==> config.mk <==
export PLATFORM = sky130hd
export DESIGN_NAME = cam_read
export DESIGN_NICKNAME = d
export VERILOG_FILES = /design/src/rtl/cam_pkg.sv /design/src/rtl/cam_px_assembler.sv /design/src/rtl/cam_read.sv
export SDC_FILE = /design/constraint.sdc
export NUM_CORES = 1
export LEC_CHECK = 0
export BUFFER_PORTS_ARGS = -buffer_cell sky130_fd_sc_hd__buf_2
export CAP_MARGIN = 0
export CORE_UTILIZATION = 52
export CTS_BUF_LIST = sky130_fd_sc_hd__clkbuf_4
export CTS_CLUSTER_DIAMETER = 100
export CTS_CLUSTER_SIZE = 30
export DETAILED_ROUTE_END_ITERATION = 10
export PLACE_DENSITY_LB_ADDON = 0.1
export REMOVE_ABC_BUFFERS = 1
export SYNTH_ARGS = -nofsm -noshare
export SYNTH_HDL_FRONTEND = slang
export SYNTH_SLANG_ARGS = --single-unit
==> constraint.sdc <==
create_clock -name clk -period 2.15 [get_ports clk]
set_input_delay 0.1075 -clock clk [delete_from_list [all_inputs] [get_ports clk]]
set_output_delay 0.1075 -clock clk [all_outputs]
set_load 0.01 [all_outputs]
==> src/rtl/cam_pkg.sv <==
// rtl/cam_pkg.sv - frame geometry, capture states and RGB565 field helpers for the camera writer
package cam_pkg;

   localparam int IMG_W = 160;
   localparam int IMG_H = 120;
   localparam int NPIX  = IMG_W * IMG_H;

   typedef enum logic [1:0] {
      IDLE      = 2'd0,
      WAIT_VS   = 2'd1,
      CAPTURE   = 2'd2,
      FRAME_END = 2'd3
   } cam_state_t;

   // RGB565 arrives as byte1 = RRRRRGGG, byte2 = GGGBBBBB; keep the top bits of each field
   localparam int R_HI   = 7;
   localparam int R_LO   = 4;
   localparam int G1_HI  = 2;
   localparam int G1_LO  = 0;
   localparam int G2_BIT = 7;
   localparam int B_HI   = 4;
   localparam int B_LO   = 1;

   function automatic logic [11:0] rgb565_to_444(input logic [7:0] byte1, input logic [7:0] byte2);
      return {byte1[R_HI:R_LO], byte1[G1_HI:G1_LO], byte2[G2_BIT], byte2[B_HI:B_LO]};
   endfunction

endpackage

==> src/rtl/cam_px_assembler.sv <==
// rtl/cam_px_assembler.sv - pairs camera bytes into RGB444 pixels
module cam_px_assembler
   import cam_pkg::*;
(
   input  logic        clk,
   input  logic        reset,
   input  logic        en,
   input  logic        href,
   input  logic [7:0]  px_data,
   output logic [11:0] pixel,
   output logic        pixel_valid
);

   logic       phase;
   logic [7:0] byte1;

   // Any gap in href (or leaving capture) drops a half-received pixel
   always_ff @(posedge clk or negedge reset) begin
      if (!reset) begin
         phase <= 1'b0;
         byte1 <= 8'd0;
      end else if (en && href) begin
         if (!phase) begin
            byte1 <= px_data;
         end
         phase <= ~phase;
      end else begin
         phase <= 1'b0;
      end
   end

   assign pixel_valid = en & href & phase;
   assign pixel       = rgb565_to_444(byte1, px_data);

endmodule

==> src/rtl/cam_read.sv <==
// rtl/cam_read.sv - OV7670 capture FSM driving the frame-buffer write port
module cam_read #(
   parameter int AW    = 15,
   parameter int DW    = 12,
   parameter int IMG_W = cam_pkg::IMG_W,
   parameter int IMG_H = cam_pkg::IMG_H
) (
   input  logic          clk,
   input  logic          reset,
   input  logic          init,
   input  logic          vsync,
   input  logic          href,
   input  logic [7:0]    px_data,
   output logic [AW-1:0] mem_px_addr,
   output logic [DW-1:0] mem_px_data,
   output logic          px_wr,
   output logic          frame_done,
   output logic          short_frame,
   output logic          busy
);

   import cam_pkg::*;

   localparam logic [31:0] FRAME_PIX = 32'(IMG_W * IMG_H);

   cam_state_t    state;
   cam_state_t    state_nx;
   logic          vsync_q;
   logic [AW-1:0] count;
   logic [AW-1:0] count_after;
   logic [11:0]   pixel;
   logic          pixel_valid;
   logic          wr_go;
   logic          vs_rise;
   logic          vs_fall;

   cam_px_assembler u_asm (
      .clk         (clk),
      .reset       (reset),
      .en          (state == CAPTURE),
      .href        (href),
      .px_data     (px_data),
      .pixel       (pixel),
      .pixel_valid (pixel_valid)
   );

   // Camera pins share clk, so one register suffices for edge detection
   assign vs_rise     = vsync & ~vsync_q;
   assign vs_fall     = ~vsync & vsync_q;
   assign wr_go       = pixel_valid && (32'(count) < FRAME_PIX);
   assign count_after = wr_go ? count + 1'b1 : count;

   always_ff @(posedge clk or negedge reset) begin
      if (!reset) begin
         state <= IDLE;
      end else begin
         state <= state_nx;
      end
   end

   always_comb begin
      state_nx = state;
      case (state)
         IDLE:      if (init) state_nx = WAIT_VS;
         WAIT_VS:   if (vs_fall) state_nx = CAPTURE;
         CAPTURE:   if (vs_rise) state_nx = FRAME_END;
         FRAME_END: state_nx = init ? WAIT_VS : IDLE;
         default:   state_nx = IDLE;
      endcase
   end

   always_ff @(posedge clk or negedge reset) begin
      if (!reset) begin
         vsync_q     <= 1'b0;
         count       <= '0;
         mem_px_addr <= '0;
         mem_px_data <= '0;
         px_wr       <= 1'b0;
         frame_done  <= 1'b0;
         short_frame <= 1'b0;
         busy        <= 1'b0;
      end else begin
         vsync_q    <= vsync;
         px_wr      <= wr_go;
         frame_done <= (state_nx == FRAME_END);
         busy       <= (state_nx != IDLE);
         if (wr_go) begin
            mem_px_addr <= count;
            mem_px_data <= pixel;
         end
         if (state == FRAME_END) begin
            count <= '0;
         end else begin
            count <= count_after;
         end
         // Include a write landing on the same edge as the vsync rise
         if (state_nx == FRAME_END) begin
            short_frame <= (32'(count_after) < FRAME_PIX);
         end
      end
   end

endmodule
== Word-level counts from Yosys, hierarchy flattened ==
Index checks and enable logic that the tools add are counted.

* Bits in registers: 58
* Input bits: 13
* Output and inout bits: 31
* Logic and storage cells: 38

* $add $sub $neg: 1
* $lt $le $gt $ge: 2
* Equal/unequal tests: 4
* Mux-type cells: 8
* Bitwise logic cells: 7
* Reduce and logical (&&, ||, !) cells: 5

{| class="wikitable"
|+ Operator list
! cell !! number
|-
| less-than comparator 15 bit (second input constant) || 2
|-
| two-way mux 15 bit || 2
|-
| adder 15 x 1 -> 15 bit (second input constant) || 1
|-
| one-hot mux 2 bit (4 select lines) || 1
|-
| equality test 2 bit (second input constant) || 3
|-
| two-way mux 2 bit || 3
|-
| AND 1 bit || 4
|-
| inverter 1 bit || 3
|-
| equality test 2 x 1 -> 1 bit (second input constant) || 1
|-
| logical AND 1 bit || 2
|-
| logical NOT 2 bit || 1
|-
| two-way mux 1 bit || 2
|-
| AND reduction 2 bit || 1
|-
| nonzero test 2 bit || 1
|}

== Logic depth before layout (Yosys ltp) ==
* Depth after elaboration: 6
* Gate-level depth with buffers: 8
* Depth with buffers taken out: 7

== Cells and area by module ==
A second synthesis with hierarchy kept.

* Cells, all modules: 256
* Area total of the unflattened synthesis: 2533.7 um^2

{| class="wikitable"
|+ Modules (own cells, without submodules)
! module !! times used !! cells each !! area an instance (um^2) !! sequential area each (um^2)
|-
| cam_read || 1 || 233 || 2185.8 || 1226.2
|-
| cam_px_assembler || 1 || 23 || 347.8 || 200.2
|}

== Worst setup path after synthesis ==
OpenSTA, ideal clock, no wires.

* Path type: register to register
* Start point: register count[8]
* End point: register short_frame
* Library setup time: 118 ps
* Arrival: 1821 ps
* Required time: 2032 ps
* Setup slack: 211 ps
* Stages on the path, launching flop included: 8
* Path buffers: 1
* Clock period less this slack: 1939 ps
* Cell sequence: dfrtp_1 > buf_6 > a21oi_4 > o2111ai_4 > nor3_4 > nor4b_1 > or4_1 > a21o_1

* Cells in the longest elaborated chain, start to end: 4
* Elaborated cells on any way between the ends: 5
* Classes of those cells: add/sub (1); order compare (2); mux (1); reduce/logical (1)

{| class="wikitable"
|+ RTL lines
! element !! line !! RTL
|-
| from (decl) || cam_read.sv:29 || <nowiki>logic [AW-1:0] count;</nowiki>
|-
| from (signal assigned) || cam_read.sv:94 || <nowiki>count <= count_after;</nowiki>
|-
| less-than comparator 15 bit || cam_read.sv:50 || <nowiki>assign wr_go = pixel_valid && (32'(count) < FRAME_PIX);</nowiki>
|-
| logical AND 1 bit || cam_read.sv:50 ||
|-
| two-way mux 15 bit (*) || cam_read.sv:51 || <nowiki>assign count_after = wr_go ? count + 1'b1 : count;</nowiki>
|-
| less-than comparator 15 bit (*) || cam_read.sv:98 || <nowiki>short_frame <= (32'(count_after) < FRAME_PIX);</nowiki>
|-
| to (signal assigned) || cam_read.sv:98 ||
|-
| to (decl) || cam_read.sv:18 || <nowiki>output logic short_frame,</nowiki>
|}

Every way passes the cells marked *; elsewhere a longest branch is shown, timed or not.
A chain may end at the register's enable or synchronous reset.

== Worst setup path after layout ==
* Start point: register state[0]
* End point: register short_frame

* Cells in the longest elaborated chain, start to end: 6
* Elaborated cells on any way between the ends: 14
* Classes of those cells: order compare (1); eq/ne (4); mux (5); bitwise (2); reduce/logical (2)

{| class="wikitable"
|+ RTL lines
! element !! line !! RTL
|-
| from (decl) || cam_read.sv:26 || <nowiki>cam_state_t state;</nowiki>
|-
| from (signal assigned) || cam_read.sv:57 || <nowiki>state <= state_nx;</nowiki>
|-
| equality test 2 bit || cam_read.sv:40, cam_read.sv:63 ||
|-
| AND 1 bit (2 in series) || cam_px_assembler.sv:32 || <nowiki>assign pixel_valid = en & href & phase;</nowiki>
|-
| logical AND 1 bit || cam_read.sv:50 ||
|-
| two-way mux 15 bit || cam_read.sv:51 ||
|-
| less-than comparator 15 bit || cam_read.sv:98 ||
|}

Parallel ways exist; a longest one is shown, timed or not.

==> flow_summary.yaml <==
worst_hold_path:
  holdPathEnd: "u_asm.phase"
  hp-start: "href"
  worstHoldPathCells: 4
  min_path_type: "in -> reg"
timing:
  setup_violations: 0
  worst_slew_pin_slew_ns: 0.670
  hold_viol: 0
  max_freq_mhz: 496
  min_period_ns: 2.02
  slew_violations: 0
  grt_setup_unrepaired: "false"
  relSlewSlack_pct: 55.3
  min_period_over_period_pct: 93.8
  skew_ns: 0.0141
critical_path:
  crit_path_top_delay_cell: "or4_1"
  reg2reg_from: "state[0]"
  cp_cell_sequence: "and2b_2 > o2111ai_4 > nor3_2 > xnor2_1 > or4_1 > a21o_1"
  cp-start-kind: "flip-flop"
  worstPathMaxFanout: 8
  reg2reg_slack_ns: 0.13
  reg2reg_depth: 6
  cp_data_required_time_ns: 2.45
  rr_endpoint: "short_frame"
  crit_arrival_ns: 2.32
  cpPeakStageDelay_ns: 0.53
  critical_path_class: "reg -> reg"
  end_kind: "flip-flop"
synthesis:
  synthMuxAreaShare_pct: 3.62
  syn_inst: 250
  synth_cell_types: 38
  synth-compound-area-share_pct: 6.29
  ys_async_sr_fraction_pct: 100
  postSynthAreaPerCell_um2: 9.94
  synth-simple-area-share_pct: 24.2
  ys_seq_area_share_pct: 57.4
  synth_seq_cells: 57
  synth_edf_count: 0
  yosys_warnings: 0
  synthAdderAreaFrac_pct: 0.503
  synth_xor_area_share_pct: 4.58
  synth_top_family_by_area: "simple AND/OR/NAND/NOR gates"
  synthesis.area_um2: 2490
  ys.flop_type: "dfrtp_1"
place:
  portBuffers: 43
  dpl_cell_area_um2: 2820
  gp_congestion: 0.843
  dp_hpwl_mm: 3.30
power:
  internal_power_w: 0.00183
  pwr-share-comb_pct: 18.6
  ir_worst_vdd_mv: 0.593
  p_sw_w: 0.000708
  switching_share_pct: 27.9
  clkPwrFrac_pct: 28.5
  p_leak_nw: 1.68
  seqPwrFrac_pct: 52.9
  power.density_nw_per_um2: 831
die:
  die_w_um: 71.1
  die-height_um: 71.1
  initial_core_util_pct: 55.6
  rows: 24
  io_pins: 44
  core_area_um2: 4470
  die_area_um2: 5060
layout:
  syn_to_final_growth_pct: 22.8
  stdcell_area_um2: 3050
  nets: 330
  final_cell_mix: "88 x nand2_1, 57 x dfrtp_1, 43 x buf_2, 20 x nor2_1, 14 x buf_4"
  layout-drive-gt1-share_pct: 27.2
  fill_cells: 345
  diodes: 0
  regArea_um2: 1430
  multi_input_area_um2: 973
  final_common_cell: "nand2_1"
  final_util_pct: 68.2
clocking:
  post_cts_buffers: 0
  clkTransAtPathRegs_ns: 0.09
  h-tree-depth: 3
  cts_tree: "built"
  cts_made_buffers: 9
  clk_latency_ns: 0.40
  cts-root-buf: "clkbuf_4"
  numClockSinks: 57
  clock_path_buffers: 2
grt:
  grt_pass1_wl_mm: 8.47
  gr-total-overflow: 0
  grt_max_degree: 30
  grt_pass1_vias: 1858
  antenna_found_initial: 0
  track_usage_pct: 22.3
routing:
  first_iter_violations: 124
  num_vias: 1896
  dr.pass1.iters: 5
  wl_per_cell_um: 13.3
  final_antenna_net_count: 0
  drc: 0
  routed_wl_mm: 4.96
  viasPerCell: 5.10
run:
  cap_violations: 0
outcome:
  status: "complete, no violations"
-- worst max-delay path by stage --
stage / start / to / slack (ns) / cells after the start
2_1_floorplan: count[8] / count[7] / -0.29 / 7
3_3_place_gp: count[14] / short_frame / 0.21 / 6
3_5_place_dp: count[14] / short_frame / 0.13 / 6
4_1_cts: count[14] / short_frame / 0.12 / 6
5_1_grt: count[14] / short_frame / 0.02 / 6
6_report: state[0] / short_frame / 0.13 / 6
-- routing by layer --
layer  global-route usage (%)  part of all wire, %  vias to the layer above  wire length, µm
met5                        0                    0                        -                0
li1                         -                    -                      944                -
met3                     5.98                  4.3                       15              215
met4                     14.2                  3.2                        0              159
met2                     33.0                   46                       45             2290
met1                     29.0                   46                      892             2300
-- cell type report --
cell class	count	share of cell area, %
clock buffer	10	2.46
clock inverter	5	1.56
inverter	4	0.492
multi-input combinational	175	31.9
sequential	57	46.7
tap	52	2.13
timing repair buffer	69	14.8
-- state kept, by name, indices dropped and copies added, names as in the netlist --
name and cells:
mem_px_data 12, mem_px_addr 15, u_asm.byte1 7, count 15
px_wr 1, busy 1, state 2, vsync_q 1
short_frame 1, frame_done 1, u_asm.phase 1
-- worst max-delay path, delay by kind of cell (launching register included) --
kind,cells,cell delay (ns)
and+or+nand+nor,3,1.04
xor gates and xnor gates,1,0.11
AOI/OAI and AO/OA,2,0.37
DFF,1,0.41
-- logic make-up after synthesis --
family / Yosys count
flops: 57
compound gates: 17
fa+ha+maj: 1
mux: 8
buf+inv: 18
xor+xnor: 13
simple gates: 136
-- power by group through the flow --
stage / combinational (W) / sequential [W] / clock (W)
floorplan: 0.000238 / 0.00139 / 0
global placement: 0.000454 / 0.00136 / 0
detailed placement: 0.000465 / 0.00136 / 0
CTS: 0.000479 / 0.00134 / 0.000739
global route: 0.000524 / 0.00137 / 0.000789
finish: 0.000472 / 0.00134 / 0.000723
-- cells in the mapped netlist (2+ instances only) --
library cell,count,area (µm²)
xor2_1,6,52.6
o21ai_0,2,10.0
xnor2_1,7,61.3
a21oi_1,3,15.0
clkbuf_1,9,33.8
buf_6,2,22.5
inv_1,4,15.0
nor2_1,20,75.1
mux2_2,8,90.1
buf_2,3,15.0
dfrtp_1,57,1430
and3_1,6,37.5
nand2_1,88,330
and2_1,3,18.8
and4_1,3,26.3
nand3_1,7,35.0
-- what timing repair did --
item | in CTS | in global routing
hold endpoints to repair | 43 | 0
resized for setup | 0 | 0
hold buffers | 11 | 0
-- stage by stage --
stage / worst slack [ns] / hold WS (ns) / setup TNS, ns / instances / total power (W)
6_report: 0.132 / 0.0955 / 0 / 372 / 0.00254
5_1_grt: 0.0234 / 0.109 / 0 / 372 / 0.00268
4_1_cts: 0.118 / 0.0798 / 0 / 372 / 0.00256
3_5_place_dp: 0.132 / 0.182 / 0 / 346 / 0.00182
3_3_place_gp: 0.210 / 0.178 / 0 / 346 / 0.00181
2_1_floorplan: -0.292 / -0.188 / -0.782 / 236 / 0.00162
(Power assumes the default switching activity.)
